--- src/rtl/id_ex_stage.sv ---
// ID/EX pipeline register with write-back capture bypass, MEM/WB operand forwarding,
// ALU operand selection and load-use hazard detection.
module id_ex_stage #(
    parameter int unsigned XLEN    = 32,
    parameter int unsigned RADDR_W = 5
) (
    input  logic               clk,
    input  logic               reset,
    input  logic               stall,
    input  logic               flush,
    input  logic               id_valid,
    input  logic [XLEN-1:0]    id_pc,
    input  logic [XLEN-1:0]    id_rs1Data,
    input  logic [XLEN-1:0]    id_rs2Data,
    input  logic [XLEN-1:0]    id_immExt,
    input  logic [RADDR_W-1:0] id_rs1Addr,
    input  logic [RADDR_W-1:0] id_rs2Addr,
    input  logic [RADDR_W-1:0] id_rdAddr,
    input  logic [3:0]         id_ALUControl,
    input  logic [1:0]         id_ALUSrcA,
    input  logic               id_ALUSrcB,
    input  logic               id_regWrite,
    input  logic               id_memRead,
    input  logic               mem_regWrite,
    input  logic [RADDR_W-1:0] mem_rdAddr,
    input  logic [XLEN-1:0]    mem_ALUResult,
    input  logic               wb_regWrite,
    input  logic [RADDR_W-1:0] wb_rdAddr,
    input  logic [XLEN-1:0]    wb_result,
    output logic [XLEN-1:0]    srcA,
    output logic [XLEN-1:0]    srcB,
    output logic [3:0]         ALUControl,
    output logic [XLEN-1:0]    ex_storeData,
    output logic               ex_valid,
    output logic               ex_regWrite,
    output logic               ex_memRead,
    output logic [RADDR_W-1:0] ex_rdAddr,
    output logic [XLEN-1:0]    ex_pc,
    output logic [XLEN-1:0]    ex_immExt,
    output logic               loadUseHazard
);

    localparam logic [RADDR_W-1:0] REG_ZERO = RADDR_W'(0);

    logic [XLEN-1:0]    ex_rs1_data;
    logic [XLEN-1:0]    ex_rs2_data;
    logic [RADDR_W-1:0] ex_rs1_addr;
    logic [RADDR_W-1:0] ex_rs2_addr;
    logic [1:0]         ex_alu_src_a;
    logic               ex_alu_src_b;

    logic               wb_cap1;
    logic               wb_cap2;
    logic [XLEN-1:0]    cap_rs1;
    logic [XLEN-1:0]    cap_rs2;

    // A WB write landing this cycle is not yet visible in the regfile read data
    assign wb_cap1 = wb_regWrite && (wb_rdAddr != REG_ZERO) && (wb_rdAddr == id_rs1Addr);
    assign wb_cap2 = wb_regWrite && (wb_rdAddr != REG_ZERO) && (wb_rdAddr == id_rs2Addr);
    assign cap_rs1 = wb_cap1 ? wb_result : id_rs1Data;
    assign cap_rs2 = wb_cap2 ? wb_result : id_rs2Data;

    always_ff @(posedge clk) begin
        if (reset || flush) begin
            ex_valid     <= 1'b0;
            ex_pc        <= '0;
            ex_rs1_data  <= '0;
            ex_rs2_data  <= '0;
            ex_immExt    <= '0;
            ex_rs1_addr  <= '0;
            ex_rs2_addr  <= '0;
            ex_rdAddr    <= '0;
            ALUControl   <= 4'd0;
            ex_alu_src_a <= 2'd0;
            ex_alu_src_b <= 1'b0;
            ex_regWrite  <= 1'b0;
            ex_memRead   <= 1'b0;
        end else if (!stall) begin
            ex_valid     <= id_valid;
            ex_pc        <= id_pc;
            ex_rs1_data  <= cap_rs1;
            ex_rs2_data  <= cap_rs2;
            ex_immExt    <= id_immExt;
            ex_rs1_addr  <= id_rs1Addr;
            ex_rs2_addr  <= id_rs2Addr;
            ex_rdAddr    <= id_rdAddr;
            ALUControl   <= id_ALUControl;
            ex_alu_src_a <= id_ALUSrcA;
            ex_alu_src_b <= id_ALUSrcB;
            ex_regWrite  <= id_regWrite;
            ex_memRead   <= id_memRead;
        end
    end

    logic            mem_hit1;
    logic            mem_hit2;
    logic            wb_hit1;
    logic            wb_hit2;
    logic [XLEN-1:0] fwd1;
    logic [XLEN-1:0] fwd2;

    assign mem_hit1 = mem_regWrite && (mem_rdAddr != REG_ZERO) && (mem_rdAddr == ex_rs1_addr);
    assign mem_hit2 = mem_regWrite && (mem_rdAddr != REG_ZERO) && (mem_rdAddr == ex_rs2_addr);
    assign wb_hit1  = wb_regWrite  && (wb_rdAddr  != REG_ZERO) && (wb_rdAddr  == ex_rs1_addr);
    assign wb_hit2  = wb_regWrite  && (wb_rdAddr  != REG_ZERO) && (wb_rdAddr  == ex_rs2_addr);

    // MEM holds the younger result, so it wins over WB
    always_comb begin
        fwd1 = ex_rs1_data;
        fwd2 = ex_rs2_data;
        if (mem_hit1) begin
            fwd1 = mem_ALUResult;
        end else if (wb_hit1) begin
            fwd1 = wb_result;
        end
        if (mem_hit2) begin
            fwd2 = mem_ALUResult;
        end else if (wb_hit2) begin
            fwd2 = wb_result;
        end
    end

    always_comb begin
        srcA = '0;
        case (ex_alu_src_a)
            2'd0:    srcA = fwd1;
            2'd1:    srcA = ex_pc;
            default: srcA = '0;
        endcase
    end

    assign srcB         = ex_alu_src_b ? ex_immExt : fwd2;
    assign ex_storeData = fwd2;

    assign loadUseHazard = ex_valid && ex_memRead && (ex_rdAddr != REG_ZERO) &&
                           ((ex_rdAddr == id_rs1Addr) || (ex_rdAddr == id_rs2Addr));

endmodule

--- config.mk ---
export PLATFORM = sky130hd
export DESIGN_NAME = id_ex_stage
export DESIGN_NICKNAME = d
export VERILOG_FILES = /design/src/rtl/id_ex_stage.sv
export SDC_FILE = /design/constraint.sdc
export NUM_CORES = 1
export LEC_CHECK = 0
export BUFFER_PORTS_ARGS = -buffer_cell sky130_fd_sc_hd__buf_2
export CORE_AREA = 4 4 155 157
export CTS_BUF_LIST = sky130_fd_sc_hd__clkbuf_2 sky130_fd_sc_hd__clkbuf_4 sky130_fd_sc_hd__clkbuf_8
export DETAILED_ROUTE_END_ITERATION = 8
export DIE_AREA = 0 0 159 161
export GPL_ROUTABILITY_DRIVEN = 0
export PLACE_DENSITY = 0.73
export SYNTH_ARGS = -nofsm -noshare
export SYNTH_HDL_FRONTEND = slang
export SYNTH_SLANG_ARGS = --single-unit
export TNS_END_PERCENT = 50
--- constraint.sdc ---
create_clock -name clk -period 2.5 [get_ports clk]
set_input_delay 0.25 -clock clk [delete_from_list [all_inputs] [get_ports clk]]
set_output_delay 0.25 -clock clk [all_outputs]
set_load 0.01 [all_outputs]
Yosys cells after proc, flatten, opt, wreduce, memory -nomap -nowiden --
Cells that the tools add are included.
Storage, ports and cells: flip-flop bits (word level) 153, latch bits 0, RAM bits 0, ROM bits 0, output and inout bits 173, word-level logic and storage cells 47, memories kept 0
Operators by class: $add $sub $neg 0, multiply operators 0, divide/modulo/power cells 0, order comparisons 0, equal/unequal tests 9, shifts and indexed selects 0, mux-type cells 8, bitwise operators 0, reduce and logical (&&, ||, !) cells 17
Operator list (number):
- 32-bit 2-to-1 mux | 7
- 32-bit case mux with 2 select lines | 1
- 5-bit equality test | 8
- 5-bit nonzero test | 3
- 1-bit logical AND | 11
- 2-bit by 1-bit equality test with 1-bit output (second input constant) | 1
- 2-bit logical NOT | 1
- 1-bit logical OR | 2

Depth between registers and ports, before layout --
Gate-level depths: netlist of the first run.
depth in word-level cells 6, gate-level depth with buffers 9, mapped depth without buffers 5

Worst setup path before layout of the first run --
No wires, ideal clock.
path kind input to output, start point input port wb_rdAddr[1], end point output port srcB[21], arrival time 2.077 ns, setup slack 0.173 ns, cell stages on the path 7, cells stage by stage buf_2 > or4_4 > o211ai_2 > clkbuf_1 > o21ai_1 > a31oi_1 > mux2_2
On the way: cells in the longest elaborated chain, start to end 6, elaborated cells between the ends (all ways) 7, classes of those cells 1 x eq/ne; 3 x mux; 3 x reduce/logical
RTL lines:
- start: declaration | RTL line 28 | input logic [RADDR_W-1:0] wb_rdAddr,
- 5-bit nonzero test | RTL line 105 | assign wb_hit2 = wb_regWrite && (wb_rdAddr != REG_ZERO) && (wb_rdAddr == ex_rs2_addr);
- 1-bit logical AND | RTL line 105
- 1-bit logical AND * | RTL line 105
- 32-bit 2-to-1 mux * | RTL line 118 | end else if (wb_hit2) begin
- 32-bit 2-to-1 mux * | RTL line 116 | if (mem_hit2) begin
- named net ex_storeData[21] | RTL line 33 | output logic [XLEN-1:0] ex_storeData,
- 32-bit 2-to-1 mux * | RTL line 132 | assign srcB = ex_alu_src_b ? ex_immExt : fwd2;
- end: declaration | RTL line 31 | output logic [XLEN-1:0] srcB,
The timed path passes the listed nets; every way through them passes the cells marked *.

Worst setup path in the final report of the first run --
start point register ex_rs2_addr[4], end point output port srcB[24]
On the way: cells in the longest elaborated chain, start to end 5, elaborated cells between the ends (all ways) 7, classes of those cells 2 x eq/ne; 3 x mux; 2 x reduce/logical
RTL lines:
- start: declaration | RTL line 48 | logic [RADDR_W-1:0] ex_rs2_addr;
- start signal: assignment | RTL line 85 | ex_rs2_addr <= id_rs2Addr;
- 5-bit equality test | RTL line 105
- 1-bit logical AND | RTL line 105
- 32-bit 2-to-1 mux | RTL line 118
- 32-bit 2-to-1 mux * | RTL line 116
- 32-bit 2-to-1 mux * | RTL line 132
Every way passes the cells marked *; elsewhere a longest branch is shown, timed or not.

==> impl_metrics.env, run 1 <==
export IMPL_fp_dieArea_mm2=0.0256
export IMPL_dp_slack_ns=-0.0594
export IMPL_synth_compound_area_share_pct=10.2
export IMPL_hpwl_mm=27.1
export IMPL_vias_per_cell=5.89
export IMPL_drive_gt1_share_pct=43.8
export IMPL_post_route_min_period_ns=2.74
export IMPL_holdCritStartpoint="id_immExt[5]"
export IMPL_power_leakage_nw=5.83
export IMPL_dieHeight_um=161
export IMPL_syn_area_mm2=0.00915
export IMPL_slowest_stage="or4b_4"
export IMPL_syn_avg_cell_area_um2=8.32
export IMPL_synth_edf_count=0
export IMPL_critPathTopFamily="simple AND/OR/NAND/NOR gates"
export IMPL_synth_xor_xnor_area_share_pct=3.83
export IMPL_final_cell_area_mm2=0.0131
export IMPL_rrSetupSlack_ns=1.30
export IMPL_area_growth_synth_to_final_pct=42.9
export IMPL_cpPeakStageDelay_ns=0.60
export IMPL_hold_depth=3
export IMPL_worstPathBufferInverterCount=3
export IMPL_whs_endpoint="ex_immExt[5]"
export IMPL_start_kind="register"
export IMPL_initial_core_util_pct=40.7
export IMPL_clk_pin_slew_worst_paths_ns=0.10
export IMPL_vias=10470
export IMPL_coreArea_mm2=0.0225
export IMPL_cp_max_fo=6
export IMPL_numCtsBuffers=17
export IMPL_synth_cells=1099
export IMPL_path_cells="xor2_2, or4b_4, buf_12, buf_16, o21ai_2, a31oi_1, mux2_2, buf_6"
export IMPL_vdd_drop_max_mv=0.393
export IMPL_max_freq_ghz=0.365
export IMPL_syn_nets=1332
export IMPL_grt_max_degree=78
export IMPL_r2r_cells=3
export IMPL_grt_pass1_vias=10452
export IMPL_cts_sinks=153
export IMPL_drv_cap=0
export IMPL_worstSetupPathType="reg2out"
export IMPL_clockBufferDepth=2
export IMPL_portBuffers=405
export IMPL_cp_data_arrival_time_ns=2.49
export IMPL_wl_per_cell_um=21.6
export IMPL_worstPathRequired_ns=2.25
export IMPL_nets=1712
export IMPL_grt_total_usage_pct=27.9
export IMPL_rsz0062_at_grt="true"
export IMPL_violations="setup timing"
export IMPL_setup_viol=51
export IMPL_finalHoldViolations=0
export IMPL_antenna_left=0
export IMPL_fin_crit_sh_pct=110
export IMPL_fin_skew_ns=0
export IMPL_htreeDepth=4
export IMPL_synth_adder_area_share_pct=0
export IMPL_ys_warn_count=0
export IMPL_overflow=0
export IMPL_ios=406
export IMPL_drc=0
export IMPL_num_rows=55
export IMPL_synth_top_flop_cell="dfxtp_1"
export IMPL_fp_dieW_um=159
export IMPL_async_flop_share_pct=0
export IMPL_antenna_found_initial=2
export IMPL_cts_tree="built"
export IMPL_synthSimpleGateAreaFrac_pct=33.3
export IMPL_routed_wl_mm=38.4
export IMPL_final_max_slew_viol_count=0
export IMPL_worstReg2RegEnd="ex_alu_src_b"
export IMPL_powerDensity_mw_per_mm2=463
export IMPL_r2r_start="ex_alu_src_b"
export IMPL_relSlewSlack_pct=40.3
export IMPL_setup_ws_ns=-0.240
export IMPL_ys_seq_area_share_pct=33.5
export IMPL_status="finished, violations left"
export IMPL_end_kind="output pin"
export IMPL_ctsRootBufferMaster="clkbuf_8"
export IMPL_synth_cell_types=40
export IMPL_grt_pass1_wl_mm=58.0
export IMPL_hold_class="in2reg"
export IMPL_path_depth=8
export IMPL_synth_top_family_by_area="simple AND/OR/NAND/NOR gates"
export IMPL_synth_mux_area_share_pct=13.7
export IMPL_synth_seq_cells=153
export IMPL_clkLatencyLatePin_ns=0.44
export IMPL_drt_pass1_iterations=7
export IMPL_worst_pin_slew_ns=0.896
export IMPL_placed_area_mm2=0.0118
export IMPL_drtIter0Drc=871
==> metrics by stage <==
stage          total power, mW  setup TNS [ns]  hold slack, ns  utilization, %  std cells
6_report                  6.05           -6.70          0.0277            58.1       1778
5_1_grt                   6.29          -16.11         0.00105            58.1       1778
4_1_cts                   5.98           -6.70         0.00118            55.8       1772
3_5_place_dp              3.96          -0.171           0.478            52.3       1733
3_3_place_gp              3.94         -0.0503           0.469            52.3       1733
2_1_floorplan             3.33               0           0.394               -       1099
==> tightest hold or removal path, stage by stage <==
cell and delay, ns:
buf_2 0.08, mux2i_1 0.05, nor2_1 0.07
==> power breakdown <==
group,switching (mW),leakage (nW),internal (mW)
sequential,0.0799,1.25,2.53
clock,1.11,0.202,0.874
combinational,0.798,4.37,0.666
total,1.98,5.83,4.07
==> how the worst max path moves through the flow <==
stage                   start        to  slack, ns
2_1_floorplan    wb_rdAddr[1]  srcB[21]       0.17
6_report       ex_rs2_addr[4]  srcB[24]      -0.24
4_1_cts        ex_rs2_addr[2]  srcB[27]      -0.25
5_1_grt        ex_rs2_addr[4]  srcB[30]      -0.31
3_5_place_dp    mem_rdAddr[1]  srcB[31]      -0.06
3_3_place_gp     wb_rdAddr[4]  srcB[21]      -0.03
==> sequential cells by signal (all words and copies together), names as in the netlist <==
signal        flops
ex_immExt        32
ex_pc            32
ex_rs1_data      32
ex_rs2_data      32
ex_rdAddr         5
ex_rs1_addr       5
ex_rs2_addr       5
ALUControl        4
ex_alu_src_a      2
ex_alu_src_b      1
ex_memRead        1
ex_regWrite       1
ex_valid          1
==> layer usage <==
layer	global-route usage [%]	share of wire, %	vias up
li1	-	-	4750
met1	32.7	39	4956
met3	5.87	8.0	113
met5	0	0	-
met4	11.4	3.6	0
met2	49.9	50	651
==> area by class of cell <==
type | count | area, um2
clock buffers | 19 | 262
well taps | 285 | 357
flip-flops and latches | 153 | 3070
fillers | 2021 | 9430
multi-input cells | 826 | 6200
repair buffers | 481 | 3040
diodes | 1 | 2.50
clock inverters | 13 | 135
==> repair_timing <==
action	CTS	global route
pin swaps	14	23
cloned	2	2
hold buffers	2	1
hold endpoints to repair	2	1
setup endpoints to repair	96	96
buffers inserted	4	2
resized for setup	71	76
==> kinds of logic after synthesis <==
kind of cell              Yosys count
xor gates and xnor gates           40
AOI/OAI and AO/OA                 134
buffers and inverters             120
DFF                               153
muxes                             121
and+or+nand+nor                   531
==> synthesized netlist by cell type, types with 20 or more instances <==
library cell	count	area, um2
and3_1	32	200
nand3_1	35	175
nor2_1	123	462
nor4_2	28	350
xor2_1	20	175
o31ai_1	32	240
nor3b_1	64	480
xnor2_1	20	175
nor4_1	36	225
nor2b_1	65	407
a31oi_1	32	200
clkbuf_1	87	327
mux2_2	21	236
dfxtp_1	153	3060
mux2i_1	89	891
nand2_1	33	124
a221oi_1	32	280
o21ai_1	21	105
nor3_1	102	510
==> cell usage in the layout, fill, tap and decap left out, types with 25 or more instances in the layout <==
cell type,Yosys,final
o31ai_1,32,27
and3_1,32,31
nor3_1,102,98
mux2i_1,89,89
nor4_2,28,28
buf_4,2,43
a221oi_2,0,25
nor2_1,123,122
dfxtp_1,153,147
buf_2,16,391
nand2_1,33,33
nand3_1,35,26
nor3b_1,64,64
nor4_1,36,36
nor2b_1,65,64
(Power assumes the default switching activity.)
==> run 2, diff against run 1 <==
CORE_AREA = 2 2 157 159   (was 4 4 155 157)
PLACE_DENSITY = 0.7   (was 0.73)
==> run 2 against run 1 <==
The flow still finishes with violations (setup timing). Flip-flop and latch count stayed put. Non-clock buffer count is 4 higher. Cell area is 2.3% higher. Maximum frequency is 2.0% lower. Global-route usage is 0.31 points lower. Critical path depth is 1 lower. Clock skew stayed put. Largest cell class unchanged. Routed wire length is 0.44% higher.
==> impl_metrics.env, run 2 (synthesized netlist as in run 1, its figures left out) <==
export IMPL_status="finished, violations left"
export IMPL_violations="setup timing"
export IMPL_timing_hold_ws_ns=0.0264
export IMPL_fp_dieW_um=159
export IMPL_hpwl_mm=26.4
export IMPL_setup_viol=94
export IMPL_r2r_cells=3
export IMPL_rsz0062_at_grt="true"
export IMPL_vdd_drop_max_mv=0.338
export IMPL_ios=406
export IMPL_start_kind="register"
export IMPL_powerDensity_mw_per_mm2=463
export IMPL_grt_pass1_vias=9874
export IMPL_cts_tree="built"
export IMPL_dieHeight_um=161
export IMPL_num_rows=57
export IMPL_fp_dieArea_mm2=0.0256
export IMPL_fin_skew_ns=0
export IMPL_relSlewSlack_pct=41.2
export IMPL_initial_core_util_pct=38.2
export IMPL_drc=0
export IMPL_end_kind="output pin"
export IMPL_drive_gt1_share_pct=45.6
export IMPL_cp_startpoint="ex_rs2_addr[2]"
export IMPL_clk_pin_slew_worst_paths_ns=0.11
export IMPL_ctsRootBufferMaster="clkbuf_8"
export IMPL_drtIter0Drc=756
export IMPL_rrSetupSlack_ns=1.26
export IMPL_fin_crit_sh_pct=112
export IMPL_vias_per_cell=5.68
export IMPL_power_total_mw=6.19
export IMPL_nets=1716
export IMPL_diodes=0
export IMPL_overflow=0
export IMPL_numCtsBuffers=17
export IMPL_cts_sinks=153
export IMPL_crit_path_end="srcB[16]"
export IMPL_hold_class="in2reg"
export IMPL_path_cells="xor2_2, or4b_4, buf_12, o21ai_1, a31oi_1, mux2_1, buf_2"
export IMPL_area_growth_synth_to_final_pct=46.2
export IMPL_grt_max_degree=74
export IMPL_clkLatencyLatePin_ns=0.45
export IMPL_finalHoldViolations=0
export IMPL_worstReg2RegEnd="ex_alu_src_b"
export IMPL_layout_commonest_cell="buf_2"
export IMPL_drt_pass1_iterations=5
export IMPL_cp_max_fo=17
export IMPL_max_freq_ghz=0.358
export IMPL_antenna_left=0
export IMPL_portBuffers=405
export IMPL_antenna_found_initial=1
export IMPL_power_leakage_nw=5.87
export IMPL_r2r_start="ex_alu_src_b"
export IMPL_grt_total_usage_pct=27.6
export IMPL_worstPathRequired_ns=2.25
export IMPL_grt_pass1_wl_mm=56.2
export IMPL_final_cell_mix="buf_2, dfxtp_1, nor2_1"
export IMPL_clockBufferDepth=2
export IMPL_setup_ws_ns=-0.296
export IMPL_htreeDepth=4
export IMPL_worstSetupPathType="reg2out"
export IMPL_routed_wl_mm=38.6
export IMPL_wl_per_cell_um=21.2
export IMPL_final_max_slew_viol_count=0
export IMPL_coreArea_mm2=0.0240
export IMPL_vias=10344
export IMPL_cp_data_arrival_time_ns=2.55
export IMPL_slowest_stage="or4b_4"
export IMPL_worst_pin_slew_ns=0.881
export IMPL_post_route_min_period_ns=2.80
export IMPL_cpPeakStageDelay_ns=0.57
export IMPL_drv_cap=0
[run 2: changes by cell type in the layout (fill, tap and decap cells not counted), sizes merged]
cell and delta:
buf -5, diode -1, dlygate4sd3 +7, clkinvlp -1
clkbuf +1, bufinv +1, clkinv +1
[run 2: area by class of cell]
class,count,area [um2]
Clock buffer,18,248
Fill cell,2187,10600
Tap cell,324,405
Sequential cell,153,3080
Multi-Input combinational cell,826,6380
Clock inverter,14,184
Timing Repair Buffer,485,3080
[run 2: worst min path at each step]
| stage | slack, ns | end | startpoint | cells past startpoint |
|---|---|---|---|---|
| detailed placement | 0.49 | ex_rs2_data[0] | ex_rs2_data[0] | 2 |
| CTS | 0.001 | ex_pc[9] | id_pc[9] | 3 |
| global route | 0.006 | ex_pc[26] | id_pc[26] | 3 |
| finish | 0.03 | ex_pc[9] | id_pc[9] | 3 |
| floorplan | 0.39 | ALUControl[0] | id_ALUControl[0] | 2 |
| global placement | 0.47 | ALUControl[1] | ALUControl[1] | 2 |
[run 2: what timing repair did]
item                                    in CTS  in global routing
gates resized for setup                     59                119
pin swaps                                   17                 32
endpoints found under the setup margin      96                 96
hold buffers                                10                  0
gates cloned                                 2                  5
setup buffers                                7                  7
endpoints found under the hold margin       10                  0
[run 2: worst max-delay path, delay by kind of cell (launching register included)]
family,cells,cell delay [ns]
compound gates,2,0.33
xor+xnor,1,0.20
buf+inv,2,0.32
flops,1,0.36
mux,1,0.30
simple gates,1,0.57
[run 2: layer usage]
metal  routed length [um]  up-vias  GRT usage, %
met5                   12        -             0
met4                 1470        2          10.0
met3                 2770       96          4.60
met2                18800      570          48.8
met1                15500     4900          33.9
li1                     -     4776             -
[run 2: metrics by stage]
| stage | instances | cell area [um2] | setup slack (ns) | setup TNS (ns) | util [%] |
|---|---|---|---|---|---|
| CTS | 1809 | 12600 | -0.302 | -9.77 | 52.8 |
| floorplan | 1099 | 9150 | 0.173 | 0 | - |
| global route | 1820 | 13400 | -0.346 | -21.88 | 55.8 |
| finish | 1820 | 13400 | -0.296 | -11.86 | 55.8 |
| detailed placement | 1760 | 11700 | -0.112 | -1.62 | 49.0 |
| global placement | 1760 | 11700 | -0.0111 | -0.0147 | 49.0 |
[run 2: power breakdown]
| group | internal [mW] | switching [mW] | leakage [nW] | total (mW) |
|---|---|---|---|---|
| combinational | 0.662 | 0.801 | 4.40 | 1.46 |
| sequential | 2.53 | 0.0842 | 1.25 | 2.61 |
| clock | 0.965 | 1.15 | 0.219 | 2.11 |
